--- src/rtl/onehot_pulse_decoder_if.sv ---
// Bundle between a priority-encoder source and the one-hot pulse decoder.
// The source drives the code and valid flag; the decoder returns the strobes and status.
interface onehot_pulse_decoder_if #(
  parameter int unsigned CNTW = 8
);
  logic            a;
  logic            b;
  logic            v;
  logic            ready;
  logic            y0;
  logic            y1;
  logic            y2;
  logic            y3;
  logic            busy;
  logic [1:0]      last_code;
  logic [CNTW-1:0] accept_cnt;
  logic [CNTW-1:0] drop_cnt;

  modport master (
    output a, b, v,
    input  ready, y0, y1, y2, y3, busy, last_code, accept_cnt, drop_cnt
  );

  modport slave (
    input  a, b, v,
    output ready, y0, y1, y2, y3, busy, last_code, accept_cnt, drop_cnt
  );
endinterface

--- src/rtl/onehot_pulse_decoder.sv ---
// Turns an accepted 2-bit code into a HOLD-cycle one-hot strobe followed by a GAP-cycle idle gap.
// Codes arriving while busy are discarded and counted.
module onehot_pulse_decoder #(
  parameter int unsigned HOLD = 4,
  parameter int unsigned GAP  = 1,
  parameter int unsigned CNTW = 8
) (
  input logic                   clk,
  input logic                   rst,
  onehot_pulse_decoder_if.slave bus
);

  typedef enum logic [1:0] {StIdle, StHold, StGap} state_e;

  state_e          state_q;
  logic [7:0]      cnt_q;
  logic [3:0]      y_q;
  logic            busy_q;
  logic            ready_q;
  logic [1:0]      last_code_q;
  logic [CNTW-1:0] accept_cnt_q;
  logic [CNTW-1:0] drop_cnt_q;

  logic [1:0] code;
  assign code = {bus.a, bus.b};

  always_ff @(posedge clk) begin
    if (rst) begin
      state_q      <= StIdle;
      cnt_q        <= '0;
      y_q          <= '0;
      busy_q       <= 1'b0;
      ready_q      <= 1'b1;
      last_code_q  <= 2'b00;
      accept_cnt_q <= '0;
      drop_cnt_q   <= '0;
    end else begin
      // ready_q mirrors state_q == StIdle, so it is the accept/drop qualifier
      if (bus.v && !ready_q && (drop_cnt_q != '1)) begin
        drop_cnt_q <= drop_cnt_q + 1'b1;
      end
      unique case (state_q)
        StIdle: begin
          if (bus.v) begin
            state_q     <= StHold;
            cnt_q       <= 8'(HOLD - 1);
            y_q         <= 4'(4'b0001 << code);
            busy_q      <= 1'b1;
            ready_q     <= 1'b0;
            last_code_q <= code;
            if (accept_cnt_q != '1) begin
              accept_cnt_q <= accept_cnt_q + 1'b1;
            end
          end
        end
        StHold: begin
          if (cnt_q == 8'd0) begin
            y_q <= '0;
            if (GAP != 0) begin
              state_q <= StGap;
              cnt_q   <= 8'(GAP - 1);
            end else begin
              state_q <= StIdle;
              busy_q  <= 1'b0;
              ready_q <= 1'b1;
            end
          end else begin
            cnt_q <= cnt_q - 8'd1;
          end
        end
        StGap: begin
          if (cnt_q == 8'd0) begin
            state_q <= StIdle;
            busy_q  <= 1'b0;
            ready_q <= 1'b1;
          end else begin
            cnt_q <= cnt_q - 8'd1;
          end
        end
        default: begin
          state_q <= StIdle;
          y_q     <= '0;
          busy_q  <= 1'b0;
          ready_q <= 1'b1;
        end
      endcase
    end
  end

  assign bus.ready      = ready_q;
  assign bus.y0         = y_q[0];
  assign bus.y1         = y_q[1];
  assign bus.y2         = y_q[2];
  assign bus.y3         = y_q[3];
  assign bus.busy       = busy_q;
  assign bus.last_code  = last_code_q;
  assign bus.accept_cnt = accept_cnt_q;
  assign bus.drop_cnt   = drop_cnt_q;

endmodule

--- src/flat_wrapper.sv ---
// flat-port wrapper written by rule: the top's interface ports become plain ports
module onehot_pulse_decoder_flat 
#(
  parameter int unsigned HOLD = 4,
  parameter int unsigned GAP  = 1,
  parameter int unsigned CNTW = 8
)
  (clk, rst, bus_a, bus_b, bus_v, bus_ready, bus_y0, bus_y1, bus_y2, bus_y3, bus_busy, bus_last_code, bus_accept_cnt, bus_drop_cnt);
  onehot_pulse_decoder_if #(.CNTW(CNTW)) bus_i ();
  input logic clk;
  input logic rst;
  input wire logic [$bits(bus_i.a)-1:0] bus_a;
  input wire logic [$bits(bus_i.b)-1:0] bus_b;
  input wire logic [$bits(bus_i.v)-1:0] bus_v;
  output wire logic [$bits(bus_i.ready)-1:0] bus_ready;
  output wire logic [$bits(bus_i.y0)-1:0] bus_y0;
  output wire logic [$bits(bus_i.y1)-1:0] bus_y1;
  output wire logic [$bits(bus_i.y2)-1:0] bus_y2;
  output wire logic [$bits(bus_i.y3)-1:0] bus_y3;
  output wire logic [$bits(bus_i.busy)-1:0] bus_busy;
  output wire logic [$bits(bus_i.last_code)-1:0] bus_last_code;
  output wire logic [$bits(bus_i.accept_cnt)-1:0] bus_accept_cnt;
  output wire logic [$bits(bus_i.drop_cnt)-1:0] bus_drop_cnt;
  assign bus_i.a = bus_a;
  assign bus_i.b = bus_b;
  assign bus_i.v = bus_v;
  assign bus_ready = bus_i.ready;
  assign bus_y0 = bus_i.y0;
  assign bus_y1 = bus_i.y1;
  assign bus_y2 = bus_i.y2;
  assign bus_y3 = bus_i.y3;
  assign bus_busy = bus_i.busy;
  assign bus_last_code = bus_i.last_code;
  assign bus_accept_cnt = bus_i.accept_cnt;
  assign bus_drop_cnt = bus_i.drop_cnt;
  onehot_pulse_decoder #(.HOLD(HOLD), .GAP(GAP), .CNTW(CNTW)) u_core (.clk(clk), .rst(rst), .bus(bus_i));
endmodule
--- config.mk ---
export PLATFORM = sky130hd
export DESIGN_NAME = onehot_pulse_decoder_flat
export DESIGN_NICKNAME = d
export VERILOG_FILES = /design/src/rtl/onehot_pulse_decoder_if.sv /design/src/rtl/onehot_pulse_decoder.sv /design/src/flat_wrapper.sv
export SDC_FILE = /design/constraint.sdc
export NUM_CORES = 1
export LEC_CHECK = 0
export CORE_ASPECT_RATIO = 1.25
export CORE_MARGIN = 5
export CORE_UTILIZATION = 46
export DETAILED_ROUTE_END_ITERATION = 7
export DONT_BUFFER_PORTS = 1
export PLACE_DENSITY = 0.7
export SLEW_MARGIN = 0
export SYNTH_ARGS = -nofsm -noshare
export SYNTH_HDL_FRONTEND = slang
export SYNTH_SLANG_ARGS = --single-unit
--- constraint.sdc ---
create_clock -name clk -period 2.7 [get_ports clk]
set_clock_uncertainty 0.05 [all_clocks]
set_input_delay 0.135 -clock clk [delete_from_list [all_inputs] [get_ports clk]]
set_output_delay 0.135 -clock clk [all_outputs]
set_load 0.005 [all_outputs]
Word-level counts from Yosys, hierarchy flattened
Index checks and enable logic that the tools add are counted.
{"block": "totals", "output_inout_bits": 24, "word_cells": 51, "input_bits": 5, "regBits": 34}
{"block": "op_classes", "eq_ne": 8, "shift": 1, "muxes": 17, "n_reduce_logical": 12, "n_addsub": 3, "bitwise": 2}
{"operator": "$mux 8", "n": 3}
{"operator": "$pmux 8 s3", "n": 1}
{"operator": "$add 8x1->8 const B", "n": 2}
{"operator": "$ne 8x8->1 const B", "n": 2}
{"operator": "$reduce_and 3->1", "n": 5}
{"operator": "$pmux 4 s3", "n": 1}
{"operator": "$logic_not 8->1", "n": 1}
{"operator": "$mux 4", "n": 2}
{"operator": "$sub 8x1->8 const B", "n": 1}
{"operator": "$mux 2", "n": 3}
{"operator": "$pmux 1 s3", "n": 2}
{"operator": "$pmux 2 s3", "n": 1}
{"operator": "$mux 1", "n": 4}
{"operator": "$ne 2x1->1 const B", "n": 2}
{"operator": "$ne 2x2->1 const B", "n": 2}
{"operator": "$shl 1x2->4 const A", "n": 1}
{"operator": "$reduce_bool 3->1", "n": 1}
{"operator": "$eq 2x1->1 const B", "n": 1}
{"operator": "$eq 2x2->1 const B", "n": 1}
{"operator": "$logic_and 1x1->1", "n": 2}
{"operator": "$logic_not 2->1", "n": 1}
{"operator": "$not 1->1", "n": 2}
{"operator": "$reduce_and 2->1", "n": 1}
{"operator": "$logic_not 1->1", "n": 1}

Depth between registers and ports, before layout
Gate-level depths: netlist of run 1.
{"block": "logic_depth", "word_depth": 3, "ltp_mapped": 8}

Worst setup path after synthesis of run 1
Ideal clock, no wire load.
{"block": "synth_path", "kind": "register to register", "from": "register u_core.state_q[0]", "to": "register u_core.y_q[2]", "path_slack_ps": 923, "setup_time_ps": 71, "synth_period_minus_slack_ps": 1777, "stages_incl_launch_ff": 8, "arrival_ps": 1656, "cell_sequence": "dfxtp_1 -> inv_1 -> ha_1 -> clkbuf_1 -> nor2b_1 -> clkbuf_1 -> or4_1 -> a21oi_1"}
{"block": "synth_between", "elab_chain_len": 3, "word_cells_on_any_way": 8}
{"element": "start, declared", "line_no": "onehot_pulse_decoder.sv:15", "source": "state_e state_q;"}
{"element": "start signal, assigned", "line_no": "onehot_pulse_decoder.sv:29", "source": "state_q <= StIdle;"}
{"element": "start signal, assigned", "line_no": "onehot_pulse_decoder.sv:45", "source": "state_q <= StHold;"}
{"element": "start signal, assigned", "line_no": "onehot_pulse_decoder.sv:60", "source": "state_q <= StGap;"}
{"element": "$eq 2x1->1, or another cell as far along", "line_no": "onehot_pulse_decoder.sv:42", "source": "unique case (state_q)"}
{"element": "$ne 2x1->1 (no source line), or another cell as far along"}
{"element": "$reduce_and 3->1 (no source line)"}
{"element": "end signal, assigned", "line_no": "onehot_pulse_decoder.sv:47", "source": "y_q <= 4'(4'b0001 << code);"}
{"element": "end, declared", "line_no": "onehot_pulse_decoder.sv:17", "source": "logic [3:0] y_q;"}
Parallel ways exist; a longest one is shown, timed or not.
A chain may end at the register's enable or synchronous reset.

Final worst setup path of run 1
{"block": "layout_path", "from": "register u_core.cnt_q[0]", "to": "register u_core.y_q[3]"}
{"block": "layout_between", "elab_chain_len": 3}
{"element": "start, declared", "line_no": "onehot_pulse_decoder.sv:16", "source": "logic [7:0] cnt_q;"}
{"element": "start signal, assigned", "line_no": "onehot_pulse_decoder.sv:46", "source": "cnt_q <= 8'(HOLD - 1);"}
{"element": "start signal, assigned", "line_no": "onehot_pulse_decoder.sv:61", "source": "cnt_q <= 8'(GAP - 1);"}
{"element": "start signal, assigned", "line_no": "onehot_pulse_decoder.sv:68", "source": "cnt_q <= cnt_q - 8'd1;"}
{"element": "$logic_not 8->1", "line_no": "onehot_pulse_decoder.sv:57", "source": "if (cnt_q == 8'd0) begin"}
{"element": "$ne 2x1->1 (no source line)"}
{"element": "$reduce_and 3->1 (no source line)"}
No other way between the ends.

==> metrics.md, run 1 <==
| Metric | Value |
|---|---|
| Status | `finished clean` |
| EDFF count, synth | `0` |
| Worst Setup Path Type | `flip-flop to flip-flop` |
| RSZ-0062 raised after global routing | `no` |
| TritonCTS clock tree | `yes` |
| Post-Layout Cell Count | `268` |
| DRT iter0 DRCs | `122` |
| Die Ht | `79.93 um` |
| Worst path required time | `2.85 ns` |
| Rel. slew slack | `35.36%` |
| GRT Total Usage | `16.78%` |
| Placed cell count | `257` |
| Clk_lat worst skew | `0.28 ns` |
| Sum Neg Setup Slack | `0 ns` |
| Startpoint Class | `flip-flop` |
| Syn_area_per_cell | `8.609 sq um` |
| Clk root buf | `clkbuf_8` |
| Place WS | `0.6916 ns` |
| Register area share after synthesis | `37.83%` |
| Slew @ Worst Pin | `0.9665 ns` |
| Crit path capture type | `flip-flop` |
| Post-route antenna net violation count | `0` |
| Lkg Pwr | `0.7215 nW` |
| Detail Placement HPWL | `2815 um` |
| Clk sinks | `34` |
| First-pass GRT wire length | `6796 um` |
| Commonest non-fill, non-tap cell in the layout | `dfxtp_1` |
| CTS buffer count | `5` |
| Async set or reset register ratio after synthesis | `0%` |
| Final worst path period need | `2.052 ns` |
| R2r endpoint | `u_core.y_q[3]` |
| Mapped Nets | `221` |
| PD cells | `661.4 nW/um^2` |
| Row count | `25` |
| Vias in the first global route | `1460` |
| Min-Delay Path Class | `input pin to flip-flop` |
| Setup Viol. Count Final | `0` |
| Max Buffers Root-to-Sink | `2` |
| Wire per inst | `14.94 um` |
| Top_reg_cell synth | `dfxtp_1` |
| Post-route clock period utilization | `75.99%` |
| N_diodes | `0` |
| Die X | `65.94 um` |
| Max Slew Vio Count | `0` |
| Core box area | `3785 sq um` |
| Seq cells post-synth | `34` |
| Final net count | `226` |
| Initial antenna violation count | `0` |
| Vias/cell | `5.731` |
| Final Hold Fails | `0` |
| Starting density of the core | `47.54%` |
| Final GP Congestion | `0.9245` |
| H-tree depth | `2` |
| Post-CTS Setup Inserts | `0` |
| Fillcell total | `368` |
| PostCTS Resize Cnt | `0` |
| Layout cells sized above 1 | `6.075%` |
| Worst Hold End | `u_core.y_q[1]` |
| Max Freq | `487.4 MHz` |
| DRT Pass-1 Iters | `4` |
| IR drop worst, VDD | `512.5 uV` |
| Worst Hold Depth | `3` |
| HP Start | `bus_a` |
| Critical path arrival | `2.20 ns` |
| Worst-path clk slew | `0.07 ns` |
| DRC violations left | `0` |
| Post-synth cell types | `47` |
| Synth-to-Final Area Change | `9.319%` |
| Yosys Warn Count | `0` |
| R2r startpoint | `u_core.cnt_q[0]` |
| PortBufs | `0` |
| Largest net degree at the start of global routing | `27` |
| Vias | `1536` |
| I/O pin cnt | `29` |
| Final worst slack | `0.6483 ns` |
| Synth Cell Area | `1799 sq um` |
| Cells after Synth | `209` |
| Reg2reg path depth | `6` |
| Most frequent cells in the layout | `34 x dfxtp_1, 20 x nor2_1, 16 x o21ai_0` |
| R2R Setup Slk | `0.65 ns` |
| CP max FO | `7` |
| Congestion Overflow GR | `0` |
| Final WL | `4004 um` |
| Die area | `5270 sq um` |
| Maxcap violations | `0` |
## per-layer routing
layer	vias to the layer above	global-route usage [%]	routed length, um
li1	786	-	-
met1	709	20.12	1766
met4	0	8.537	70
met5	-	0	0
met3	6	7.183	258
met2	35	25.28	1909
## worst max-delay path by stage
stage | startpoint | endpoint | slack, ns
after floorplan | u_core.state_q[0] | u_core.y_q[2] | 0.92
after global placement | u_core.cnt_q[0] | u_core.y_q[3] | 0.70
after detailed placement | u_core.cnt_q[0] | u_core.y_q[3] | 0.69
after CTS | u_core.cnt_q[0] | u_core.y_q[3] | 0.66
after global routing | u_core.cnt_q[0] | u_core.cnt_q[0] | 0.46
final | u_core.cnt_q[0] | u_core.y_q[3] | 0.65
## cells by family (layout without fill, tap and decap cells)
family	count (synthesis)	in the layout	share of synthesized area (%)
buf+inv	21	26	4.451
xor+xnor	9	9	4.381
simple gates	77	77	25.31
compound gates	56	56	20.38
flops	34	34	37.83
mux	5	5	2.782
fa+ha+maj	7	7	4.868
## worst max-delay path, stage by stage (launching register included)
cell,delay [ns]
dfxtp_1,0.35
inv_1,0.13
ha_1,0.23
nor4b_4,0.37
a21oi_2,0.16
or4b_1,0.52
a21oi_1,0.16
## sequential cells by signal, indices dropped and copies added (netlist names)
register	count
u_core.cnt_q	8
u_core.y_q	4
u_core.state_q	2
u_core.bus.accept_cnt	8
u_core.bus.ready	1
u_core.bus.drop_cnt	8
u_core.bus.busy	1
u_core.bus.last_code	2
## per-stage QoR
stage               util [%]  total power, mW  hold WS [ns]  instance area (sq um)
floorplan                  -           0.8686        0.2322                   1799
finish                 51.97            1.301       0.02578                   1967
global route           51.97            1.399       0.01488                   1967
detailed placement     48.89           0.9452        0.1610                   1851
global placement       48.89           0.9484        0.1610                   1851
CTS                    51.97            1.309       0.01484                   1967
## what timing repair did
action	CTS	global route
hold buffers	4	0
setup endpoints to repair	0	0
hold endpoints to repair	26	0
## where the power goes
group	switching [mW]	internal (mW)	total (mW)
Sequential	0.0464	0.543	0.590
Clock	0.172	0.177	0.350
Combinational	0.215	0.146	0.361
## final cells by class
| type | count | area, sq um | area share, % |
|---|---|---|---|
| inverters | 13 | 48.80 | 2.481 |
| flip-flops and latches | 34 | 680.7 | 34.61 |
| multi-input cells | 154 | 1039 | 52.80 |
| repair buffers | 6 | 55.05 | 2.799 |
| well taps | 54 | 67.56 | 3.435 |
| clock buffers | 7 | 76.32 | 3.880 |
## synth_stat cells, drive strengths merged, types with 2 or more instances
cell / n / area, sq um
a2111oi: 2 / 17.52
or3: 2 / 12.51
nor2: 20 / 75.07
nand2b: 2 / 12.51
inv: 13 / 48.80
nand4: 8 / 50.05
o311ai: 3 / 26.28
nor2b: 3 / 18.77
o21a: 2 / 15.01
and4: 2 / 17.52
or4b: 2 / 20.02
xnor2: 3 / 26.28
or4: 2 / 15.01
o211ai: 6 / 45.04
and3: 4 / 26.28
nand3: 6 / 30.03
mux2i: 5 / 50.05
clkbuf: 7 / 26.28
nor4: 4 / 40.04
a211oi: 3 / 22.52
a21oi: 13 / 68.82
a32oi: 2 / 17.52
nand2: 8 / 30.03
ha: 7 / 87.58
nor3b: 3 / 22.52
xor2: 6 / 52.55
o21ai: 17 / 85.08
nor3: 6 / 30.03
dfxtp: 34 / 680.7
a311oi: 2 / 17.52
No activity file was read; power rests on OpenSTA's default activity.
==> inputs of run 2 (changes only) <==
- ABC_AREA: unset -> 1
- PLACE_DENSITY: 0.7 -> 0.72
- clock period: 2.7 -> 1.7 ns (I/O delays scaled with it)
==> metrics.md, run 2 <==
| Metric | Value |
|---|---|
| Row count | `25 (unchanged)` |
| H-tree depth | `2 (unchanged)` |
| Status | `finished clean` |
| PD cells | `1708 nW/um^2 (+160%)` |
| Die area | `5301 sq um (+0.59%)` |
| Cell with the most instances after synthesis | `nand2_1` |
| Vias | `1591 (+3.6%)` |
| Starting density of the core | `47.87% (+0.33 points)` |
| Synth-to-Final Area Change | `14.85%` |
| Most frequent cells after synthesis | `58 x nand2_1, 34 x dfxtp_1, 31 x a21oi_1` |
| Final Hold Fails | `0 (unchanged)` |
| Clk root buf | `clkbuf_8` |
| Worst Hold Depth | `3 (unchanged)` |
| CTS buffer count | `5 (unchanged)` |
| Final net count | `272 (+20%)` |
| Synth Cell Area | `1812 sq um (+0.70%)` |
| N_diodes | `0 (unchanged)` |
| EDFF count, synth | `0 (unchanged)` |
| PortBufs | `0 (unchanged)` |
| Final WL | `3825 um (-4.5%)` |
| Initial antenna violation count | `0 (unchanged)` |
| IR drop worst, VDD | `810.0 uV (+58%)` |
| Setup Viol. Count Final | `0 (unchanged)` |
| R2R Setup Slk | `0.16 ns (-0.49 ns)` |
| R2r startpoint | `u_core.bus.drop_cnt[1]` |
| DRT Pass-1 Iters | `4 (unchanged)` |
| GRT Total Usage | `15.99% (-0.78 points)` |
| Clk_lat worst skew | `0.29 ns (about the same)` |
| Final worst path period need | `1.540 ns (-0.5117 ns)` |
| Core box area | `3785 sq um (unchanged)` |
| Worst-path clk slew | `0.07 ns (about the same)` |
| Post-route antenna net violation count | `0 (unchanged)` |
| Commonest non-fill, non-tap cell in the layout | `nand2_1` |
| Congestion Overflow GR | `0 (unchanged)` |
| Post-synth cell types | `29 (-38%)` |
| Maxcap violations | `0 (unchanged)` |
| DRC violations left | `0 (unchanged)` |
| Yosys Warn Count | `0 (unchanged)` |
| Reg2reg path depth | `8 (+2)` |
| Layout cells sized above 1 | `14.18% (+8.1 points)` |
| Die X | `66.13 um (+0.29%)` |
| Final GP Congestion | `0.8756 (-5.3%)` |
| Multi-input gate area | `980.9 sq um (-5.5%)` |
| Power Total | `3.554 mW (+170%)` |
| Async set or reset register ratio after synthesis | `0% (unchanged)` |
| Reg area | `680.7 sq um (unchanged)` |
| Vias in the first global route | `1528 (+4.7%)` |
| Lkg Pwr | `0.8955 nW (+24%)` |
| RSZ-0062 raised after global routing | `no` |
| Post-CTS Setup Inserts | `0 (unchanged)` |
| Max Slew Vio Count | `0 (unchanged)` |
| Critical path arrival | `1.65 ns (-0.55 ns)` |
| Post-route clock period utilization | `90.59% (+15 points)` |
| Startpoint Class | `flip-flop` |
| Cells after Synth | `247 (+18%)` |
| Seq cells post-synth | `34 (unchanged)` |
| Register area share after synthesis | `37.57% (-0.26 points)` |
| Clk sinks | `34 (unchanged)` |
| Max Buffers Root-to-Sink | `2 (unchanged)` |
| Crit path capture type | `flip-flop` |
| R2r endpoint | `u_core.bus.drop_cnt[5]` |
| Area contributors post-synth | `dfxtp_1 38%, nand2_1 12%, a21oi_1 8.6%, inv_1 5.4%, ha_1 4.8%` |
| Worst Hold End | `u_core.y_q[1]` |
| Die Ht | `80.17 um (+0.30%)` |
| CP max FO | `10 (+3)` |
| Area leader, netlist | `dfxtp_1` |
| HP Start | `bus_a` |
| Min-Delay Path Class | `input pin to flip-flop` |
| TritonCTS clock tree | `yes` |
| Worst path required time | `1.81 ns (-1.04 ns)` |
| Slew @ Worst Pin | `0.7164 ns (-0.2500 ns)` |
| Largest net degree at the start of global routing | `19 (-30%)` |
| Max Freq | `649.4 MHz (+33%)` |
| DRT iter0 DRCs | `35 (-71%)` |
| Top_reg_cell synth | `dfxtp_1` |
| Vias/cell | `5.051 (-12%)` |
| Rel. slew slack | `52.08% (+17 points)` |
| Mapped Nets | `259 (+17%)` |
| Sum Neg Setup Slack | `0 ns (unchanged)` |
| First-pass GRT wire length | `6617 um (-2.6%)` |
| Post-synth top area share | `37.57% (-0.26 points)` |
| Fillcell total | `375 (+1.9%)` |
| Worst Setup Path Type | `flip-flop to flip-flop` |
| Wire per inst | `12.14 um (-19%)` |
| I/O pin cnt | `29 (unchanged)` |
| Detail Placement HPWL | `2787 um (-0.99%)` |
| Syn_area_per_cell | `7.335 sq um (-15%)` |
| Most frequent cells in the layout | `58 x nand2_1, 34 x dfxtp_1, 31 x a21oi_1` |
## run 2: cell count changes after synthesis, moves of 5 or more
cell	before	now
o21ai_0	16	11
a21oi_1	12	31
inv_1	13	26
inv_2	0	6
nand3_2	0	5
nand2_1	8	58
nand4_1	8	1
clkbuf_1	7	2
mux2i_1	5	0
o211ai_1	6	0
## run 2: metal layers
metal	wire, um	up-vias	track usage [%]
met5	0	-	0
met4	85	0	8.333
met3	202	9	4.755
met2	1963	32	27.81
met1	1573	727	17.13
li1	-	823	-
## run 2: layout make-up
type	instances	share of cell area (%)
multi-input cells	176	47.14
flip-flops and latches	34	32.71
inverters	33	6.314
repair buffers	10	3.969
clock buffers	5	3.307
clock inverters	3	3.307
well taps	54	3.247
## run 2: report_power, final
| part | internal, mW | leakage, nW | switching, mW |
|---|---|---|---|
| Sequential | 0.989 | 0.278 | 0.146 |
| Clock | 0.588 | 0.0683 | 0.321 |
| Combinational | 0.518 | 0.550 | 0.993 |
| Total | 2.09 | 0.896 | 1.46 |
## run 2: through the flow
step | std cells | cell area, sq um | utilization, % | hold WS [ns] | setup WS [ns]
3_5_place_dp | 304 | 1908 | 50.41 | 0.1053 | 0.08754
5_1_grt | 315 | 2081 | 54.98 | 0.02396 | 0.005177
4_1_cts | 315 | 2076 | 54.84 | 0.007904 | 0.06285
6_report | 315 | 2081 | 54.98 | 0.008427 | 0.1600
3_3_place_gp | 304 | 1908 | 50.41 | 0.1043 | 0.1437
2_1_floorplan | 247 | 1812 | - | 0.2033 | 0.2423
## run 2: worst max-delay path, cell delays in order, from the launching register on
cell,delay [ns]
dfxtp_1,0.39
ha_1,0.26
nand3_2,0.13
o21ai_4,0.26
inv_4,0.11
nand2_1,0.07
nand2_1,0.04
nand2_1,0.06
nor2_2,0.03
## run 2: cells by family (layout without fill, tap and decap cells)
kind of cell | after synthesis | count (layout) | share of synthesized area, %
fa+ha+maj | 7 | 7 | 4.834
compound gates | 49 | 49 | 15.26
simple gates | 105 | 105 | 26.80
flops | 34 | 34 | 37.57
xor+xnor | 15 | 15 | 7.252
buf+inv | 37 | 51 | 8.287
## run 2: repair_timing
item                       4_1_cts  5_1_grt
setup endpoints to repair        0       10
hold buffers                     3        0
resized for setup                0        4
hold endpoints to repair        20        0
## run 2: how the worst max path moves through the flow
stage,start,endpoint,slack [ns],cells past startpoint
6_report,u_core.bus.drop_cnt[1],u_core.bus.drop_cnt[5],0.16,8
5_1_grt,u_core.cnt_q[0],u_core.cnt_q[6],0.005,7
4_1_cts,u_core.state_q[0],u_core.cnt_q[6],0.06,9
3_5_place_dp,u_core.state_q[0],u_core.cnt_q[2],0.09,10
3_3_place_gp,u_core.state_q[0],u_core.cnt_q[2],0.14,10
2_1_floorplan,u_core.state_q[0],u_core.cnt_q[5],0.24,10
==> inputs of run 3 (changes only) <==
- ABC_AREA: 1 -> unset
- CAP_MARGIN: unset -> 15
==> metrics.md, run 3 (synthesis gave the netlist of run 1 again) <==
| Metric | Value |
|---|---|
| Crit path cell chain | `inv_2 -> ha_4 -> buf_12 -> or2_4 -> o21ai_4 -> inv_1 -> a311oi_1` |
| Clk sinks | `34 (unchanged)` |
| Place WS | `-0.1010 ns (-0.1885 ns)` |
| Worst path required time | `1.85 ns (+0.04 ns)` |
| Clk_lat worst skew | `0.29 ns (about the same)` |
| IR drop worst, VDD | `1010 uV (+25%)` |
| Max Freq | `567.2 MHz (-13%)` |
| Slew @ Worst Pin | `0.5276 ns (-0.1888 ns)` |
| Maxcap violations | `0 (unchanged)` |
| GRT Total Usage | `18.59% (+2.6 points)` |
| Sum Neg Setup Slack | `-0.1836 ns (-0.1836 ns)` |
| Starting density of the core | `47.54% (-0.33 points)` |
| Vias/cell | `5.926 (+17%)` |
| Die Ht | `79.93 um (-0.30%)` |
| Post-route antenna net violation count | `0 (unchanged)` |
| Synth-to-Final Area Change | `40.47%` |
| Lkg Pwr | `0.9989 nW (+12%)` |
| Worst-path clk slew | `0.08 ns (about the same)` |
| H-tree depth | `2 (unchanged)` |
| Failing checks | `setup timing` |
| DRT iter0 DRCs | `170 (+390%)` |
| Crit path max-delay cell type | `dfxtp_2` |
| Clk root buf | `clkbuf_8` |
| Status | `complete, but fails checks` |
| N_diodes | `0 (unchanged)` |
| DRT Pass-1 Iters | `4 (unchanged)` |
| Startpoint Class | `flip-flop` |
| Max Slew Vio Count | `0 (unchanged)` |
| CP max FO | `8 (-2)` |
| Combinational share of power | `36.2% (-6.3 points)` |
| Vias in the first global route | `1721 (+13%)` |
| Initial antenna violation count | `0 (unchanged)` |
| Seq pwr share | `32.1% (+0.2 points)` |
| CTS buffer count | `5 (unchanged)` |
| PortBufs | `0 (unchanged)` |
| I/O pin cnt | `29 (unchanged)` |
| Post-route clock period utilization | `103.7% (+13 points)` |
| RSZ-0062 raised after global routing | `yes` |
| Worst Setup Path Type | `flip-flop to flip-flop` |
| Row count | `25 (unchanged)` |
| Commonest non-fill, non-tap cell in the layout | `buf_4` |
| Final worst slack | `-0.06312 ns (-0.2231 ns)` |
| Power Total | `2.876 mW (-19%)` |
| Detail Placement HPWL | `3124 um (+12%)` |
| Int Power | `1.974 mW (-5.8%)` |
| Final WL | `5030 um (+32%)` |
| Largest net degree at the start of global routing | `30 (+11)` |
| Congestion Overflow GR | `0 (unchanged)` |
| Min-Delay Path Class | `input pin to flip-flop` |
| Final worst path period need | `1.763 ns (+0.2231 ns)` |
| PD cells | `1138 nW/um^2 (-33%)` |
| Max Buffers Root-to-Sink | `2 (unchanged)` |
| Final GP Congestion | `0.9393 (+7.3%)` |
| Rel. slew slack | `64.56% (+12 points)` |
| Clock Power Share | `31.7% (+6.1 points)` |
| Net Sw Power | `0.9028 mW (-38%)` |
| Vias | `1849 (+16%)` |
| Sw frac | `31.39% (-9.7 points)` |
| Die area | `5270 sq um (-0.59%)` |
| First-pass GRT wire length | `7707 um (+16%)` |
| Core box area | `3785 sq um (unchanged)` |
| TritonCTS clock tree | `yes` |
| DRC violations left | `0 (unchanged)` |
| Layout cells sized above 1 | `32.17% (+18 points)` |
| Crit path capture type | `flip-flop` |
| Worst path bufs/invs | `3 (+2)` |
| Slowest stage delay, CP | `0.35 ns (-0.04 ns)` |
| Wire per inst | `16.12 um (+33%)` |
| Setup Viol. Count Final | `4 (+4)` |
| Most frequent cells in the layout | `40 x buf_4, 30 x dfxtp_1, 19 x nor2_1` |
| Final Hold Fails | `0 (unchanged)` |
| R2R Setup Slk | `-0.06 ns (-0.22 ns)` |
| Critical path arrival | `1.91 ns (+0.26 ns)` |
| Die X | `65.94 um (-0.29%)` |
| Final net count | `269 (-1.1%)` |
| Top delay family on crit path | `compound AO/OA/AOI/OAI gates` |
| Utilization after layout | `66.78% (+12 points)` |
## run 3: cell count changes in the layout (fill, tap and decap cells not counted), sizes merged, moves of 4 or more
| cell | previous run | this run |
|---|---|---|
| nor4 | 0 | 4 |
| a21oi | 31 | 13 |
| o211ai | 0 | 6 |
| inv | 33 | 13 |
| mux2i | 0 | 5 |
| buf | 7 | 42 |
| nand4 | 2 | 8 |
| nand3 | 16 | 6 |
| nand2 | 60 | 8 |
| dlygate4sd3 | 3 | 7 |
## run 3: final timing paths
kind / startpoint / endpoint / cells after the start
worst max-delay path: u_core.state_q[0] / u_core.cnt_q[2] / 7
worst min-delay path: bus_b / u_core.y_q[3] / 2
worst max register to register: u_core.state_q[0] / u_core.cnt_q[2] / 7
worst min register to register: u_core.bus.busy / u_core.bus.busy / 1
## run 3: final cells by class
type	instances	area [sq um]
Multi-Input combinational cell	154	1175
Tap cell	54	67.56
Inverter	13	48.80
Sequential cell	34	688.2
Fill cell	280	1257
Clock inverter	3	68.82
Clock buffer	5	68.82
Timing Repair Buffer	49	410.4
## run 3: metal layers
metal / wire, um / global-route usage (%) / vias to the layer above / share of wire [%]
met2: 2499 / 30.89 / 77 / 50
met3: 397 / 7.324 / 18 / 7.9
met5: 0 / 0 / - / 0
li1: - / - / 870 / -
met1: 2010 / 21.37 / 884 / 40
met4: 122 / 6.707 / 0 / 2.4
## run 3: stage by stage
stage | hold WS [ns] | instance area, sq um | instances
global route | 0.009542 | 2527 | 312
global placement | 0.1047 | 2082 | 285
detailed placement | 0.1052 | 2082 | 285
finish | 0.008324 | 2527 | 312
CTS | -0.2024 | 2342 | 301
floorplan | 0.1822 | 1834 | 209
## run 3: what timing repair did
action | CTS | global route
setup endpoints to repair | 10 | 21
pin swaps | 7 | 8
hold buffers | 3 | 5
setup buffers | 5 | 6
hold endpoints to repair | 27 | 26
resized for setup | 12 | 23
## run 3: power by group through the flow
stage / combinational, mW / clock (mW) / sequential, mW
floorplan: 0.489 / 0 / 0.937
global placement: 0.729 / 0 / 0.935
detailed placement: 0.742 / 0 / 0.938
CTS: 0.849 / 0.926 / 0.922
global route: 1.12 / 0.963 / 0.934
finish: 1.04 / 0.912 / 0.924
